### src/rtl/pair_deser.sv
// Packs LSB-first 2-bit pairs into WORD_W-bit words behind a single output holding register.
// Latency: out_valid rises the cycle after the edge that accepts the last pair of a word.
// Backpressure: only the completing pair stalls (in_ready=0) while a held word is not taken.
// Optional parity output enabled by defining PAIR_DESER_PARITY_EN.
module pair_deser #(
    parameter int WORD_W = 8
) (
    input  logic              clk,
    input  logic              rst_n,
    input  logic              in_valid,
    input  logic [1:0]        in_data,
    output logic              in_ready,
    input  logic              flush,
    output logic              out_valid,
    output logic [WORD_W-1:0] out_data,
    input  logic              out_ready,
    output logic              out_par
);

    localparam int NP = WORD_W / 2;
    localparam int CW = (NP > 1) ? $clog2(NP) : 1;
    localparam logic [CW-1:0] LAST = CW'(NP - 1);

    logic [WORD_W-3:0] acc_q, acc_d;
    logic [CW-1:0]     cnt_q, cnt_d;
    logic [WORD_W-1:0] out_data_q, out_data_d;
    logic              out_valid_q, out_valid_d;

    logic accept;
    logic deliver;
    logic last_pair;

    // Handshake decode; only the completing pair can be held off by a stalled word
    always_comb begin
        last_pair = (cnt_q == LAST);
        in_ready  = !last_pair || !out_valid_q || out_ready;
        accept    = in_valid && in_ready && !flush;
        deliver   = out_valid_q && out_ready;
    end

    // Next-state for the accumulator, pair counter and output holding register
    always_comb begin
        acc_d       = acc_q;
        cnt_d       = cnt_q;
        out_data_d  = out_data_q;
        out_valid_d = out_valid_q;

        if (deliver) begin
            out_valid_d = 1'b0;
        end

        if (flush) begin
            cnt_d = '0;
        end else if (accept) begin
            if (last_pair) begin
                // acc keeps stale bits; every slot is rewritten before the next completion
                out_data_d  = {in_data, acc_q};
                out_valid_d = 1'b1;
                cnt_d       = '0;
            end else begin
                for (int i = 0; i < NP - 1; i++) begin
                    if (cnt_q == CW'(i)) begin
                        acc_d[2*i +: 2] = in_data;
                    end
                end
                cnt_d = cnt_q + 1'b1;
            end
        end
    end

    // State registers
    always_ff @(posedge clk or negedge rst_n) begin
        if (!rst_n) begin
            acc_q       <= '0;
            cnt_q       <= '0;
            out_data_q  <= '0;
            out_valid_q <= 1'b0;
        end else begin
            acc_q       <= acc_d;
            cnt_q       <= cnt_d;
            out_data_q  <= out_data_d;
            out_valid_q <= out_valid_d;
        end
    end

    assign out_valid = out_valid_q;
    assign out_data  = out_data_q;

`ifdef PAIR_DESER_PARITY_EN
    logic out_par_q, out_par_d;

    // Parity is captured alongside the word so it stays aligned while the word is held
    always_comb begin
        out_par_d = out_par_q;
        if (!flush && accept && last_pair) begin
            out_par_d = ^{in_data, acc_q};
        end
    end

    // Parity register
    always_ff @(posedge clk or negedge rst_n) begin
        if (!rst_n) begin
            out_par_q <= 1'b0;
        end else begin
            out_par_q <= out_par_d;
        end
    end

    assign out_par = out_par_q;
`else
    assign out_par = 1'b0;
`endif

endmodule
### config.mk
export PLATFORM = sky130hd
export DESIGN_NAME = pair_deser
export DESIGN_NICKNAME = d
export VERILOG_FILES = /design/src/rtl/pair_deser.sv
export SDC_FILE = /design/constraint.sdc
export NUM_CORES = 1
export LEC_CHECK = 0
export ABC_AREA = 1
export BUFFER_PORTS_ARGS = -buffer_cell sky130_fd_sc_hd__buf_4
export CAP_MARGIN = 25
export CORE_ASPECT_RATIO = 1.2
export CORE_MARGIN = 2
export CORE_UTILIZATION = 34
export CTS_CLUSTER_SIZE = 25
export DETAILED_ROUTE_END_ITERATION = 6
export GPL_TIMING_DRIVEN = 0
export PLACE_DENSITY = 0.61
export SETUP_SLACK_MARGIN = 0.5
export SYNTH_ARGS = -nofsm -noshare
export SYNTH_HDL_FRONTEND = slang
export SYNTH_SLANG_ARGS = --single-unit
### constraint.sdc
create_clock -name clk -period 2 [get_ports clk]
set_clock_uncertainty 0.2 [all_clocks]
set_input_delay 0.2 -clock clk [delete_from_list [all_inputs] [get_ports clk]]
set_output_delay 0.2 -clock clk [all_outputs]
set_load 0.05 [all_outputs]
==> impl_metrics.csv <==
group,metric,value,unit
run_status,status,"finished clean",
worst_hold_path,min_path_type,"input pin to flip-flop",
timing,fin_tns_setup,0,ns
placed_design,hpwl,1030,microns
timing,rsz0062_at_grt,"true",
global_route,grt_first_pass_wirelength,2520,microns
pwr,power,879,uW
setup_path,cp-endpoint,"in_ready",
detailed_routing,wl,1620,microns
detailed_routing,wire_per_inst,11.6,microns
flow_run,maxCapViolations,0,
setup_path,cp_max_fo,3,
setup_path,reg2reg_slack,0.54,ns
clocking,clk_latency,0.28,ns
setup_path,arrival,1.12,ns
yosys,synth-edff-count,0,
detailed_routing,final_antenna_net_count,0,
timing,period_share,76.0,%
worst_hold_path,worstHoldStart,"in_data[1]",
timing,layout_min_cycle_time,1.52,ns
timing,hold_viol,0,
setup_path,rr_worst_depth,6,
die,core_area,2260,sq um
timing,holdWs,0.0191,ns
timing,fmax,0.658,GHz
pwr,powerDensity,799,nW/um^2
yosys,syn_area,795,sq um
clocking,clock-root-buffer,"clkbuf_4",
final_layout,fin_nets,120,
placed_design,port_buffers,16,
clocking,cts_tree,"done",
clocking,numCtsBuffers,3,
detailed_routing,vias,637,
die,placementRows,19,
global_route,grt_pass1_vias,578,
yosys,yosysTopAreaCell,"dfrtp_1",
detailed_routing,drc_errors,0,
global_route,grt_usage,12.7,%
setup_path,worstSetupEndpointType,"primary output",
yosys,netlist_top_cells_area,"dfrtp_1, nand2_1, o21ai_2",
clocking,cts.sinks,17,
global_route,overflow,0,
die,dieWidth,48.1,microns
yosys,avgSynthCellArea,9.81,sq um
setup_path,worstPathRequired,1.60,ns
final_layout,fin_cells,139,
detailed_routing,viasPerCell,4.58,
yosys,post_synth_most_frequent_cells,"nand2_1, dfrtp_1, inv_1",
pwr,power.leakage,0.572,nW
yosys,synthArstFlopShare,100,%
die,boundaryPins,18,
yosys,syn_inst,81,
setup_path,crit_type,"flip-flop to primary output",
yosys,yosys_most_used_dff,"dfrtp_1",
final_layout,syn2layout_area_growth,38.4,%
yosys,ys_seq_area_share,53.5,%
yosys,synth.distinct_cells,14,
final_layout,n_antenna_cell,0,
final_layout,drive_gt1_share,39.8,%
placed_design,dp.cells,128,
clocking,htree_num_levels,1,
global_route,antenna_found_initial,0,
final_layout,fillerInstances,208,
detailed_routing,drt_iter0_drc,10,
detailed_routing,drt_first_pass_iters,4,
setup_path,r2r_start,"cnt_q[0]$_DFFE_PN0P_",
yosys,synth_nets,92,
yosys,synth_top_area_share,53.5,%
die,initial_core_util,35.2,%
clocking,path_clk_slew,0.10,ns
setup_path,critPathLaunchType,"flip-flop",
timing,setup_viol,0,
final_layout,fin_util,48.7,%
die,die_h,57.0,microns
timing,maxSlewViolCount,0,
setup_path,rr_endpoint,"out_data[7]$_DFFE_PN0P_",
yosys,synth-seq-cells,17,
pwr,peakVddDrop,469,uV
yosys,ys_warn_count,0,
yosys,synth.most_common_cell,"nand2_1",
die,dieArea,2740,sq um
global_route,grt_max_degree,18,
setup_path,cp-startpoint,"cnt_q[1]$_DFFE_PN0P_",
placed_design,routabilityCongestion,0.668,
clocking,clock_path_buffers,2,
==> layer usage <==
metal  vias up  global-route usage, %  share of wire (%)
met5         -                      0                  0
met3         4                   1.90                4.0
met4         0                   4.63                1.6
met2        17                   20.8                 51
li1        315                      -                  -
met1       301                   16.4                 44
==> kinds of logic after synthesis <==
logic type,Yosys count,share of synthesized area [%]
DFF,17,53.5
buffers and inverters,16,8.98
other,1,0.472
and+or+nand+nor,29,18.1
AOI/OAI and AO/OA,14,12.6
adders and majority gates,4,6.30
==> power breakdown <==
| group | internal (mW) | total (mW) | switching, mW |
|---|---|---|---|
| logic | 0.0869 | 0.256 | 0.170 |
| registers | 0.402 | 0.437 | 0.0347 |
| clock network | 0.0743 | 0.185 | 0.111 |
==> metrics by stage <==
step                setup WS (ns)  area [sq um]
floorplan                   0.562           798
global placement            0.547           957
detailed placement          0.506           957
CTS                         0.480          1050
global route                0.432          1100
finish                      0.480          1100
==> worst min path at each step <==
stage / endpoint / slack [ns] / cells past startpoint
2_1_floorplan: acc_q[0]$_DFFE_PN0P_ / -0.30 / 0
3_3_place_gp: out_data[2]$_DFFE_PN0P_ / -0.12 / 1
3_5_place_dp: out_data[6]$_DFFE_PN0P_ / -0.13 / 1
4_1_cts: out_data[6]$_DFFE_PN0P_ / 0.01 / 3
5_1_grt: out_data[6]$_DFFE_PN0P_ / 0.03 / 3
6_report: acc_q[3]$_DFFE_PN0P_ / 0.02 / 3
==> layout by cell type (no fill, tap or decap), drive strengths merged, types with 2 or more instances in the layout <==
cell type	instances
buf	22
o21ai	14
nand4	7
inv	14
dfrtp	17
nand2	20
nand3	2
ha	4
clkbuf	4
==> worst max-delay path, stage by stage, from the launching register on <==
cell,delay (ns)
dfrtp_1,0.43
ha_4,0.19
nand2_4,0.07
buf_8,0.14
==> state kept, by name (all words and copies together) (netlist names) <==
name       cells
acc_q          6
out_data       8
cnt_q          2
out_valid      1
==> layout make-up <==
cell class                 instances  area, sq um  share of cell area (%)
sequential                        17          427                    38.8
multi-input combinational         49          330                    30.0
timing repair buffer              22          196                    17.9
inverter                          14         52.6                    4.78
tap                               31         38.8                    3.53
buffer                             2         27.5                    2.50
clock buffer                       3         22.5                    2.05
clock inverter                     1         5.00                   0.455
==> timing repair <==
action                                  4_1_cts  5_1_grt
setup buffers                                 4        0
hold endpoints to repair                     17        0
pin swaps                                     2        5
gates cloned                                  0        2
gates resized for setup                       5        8
hold buffers                                  1        0
endpoints found under the setup margin        5       10
(Power assumes the default switching activity.)
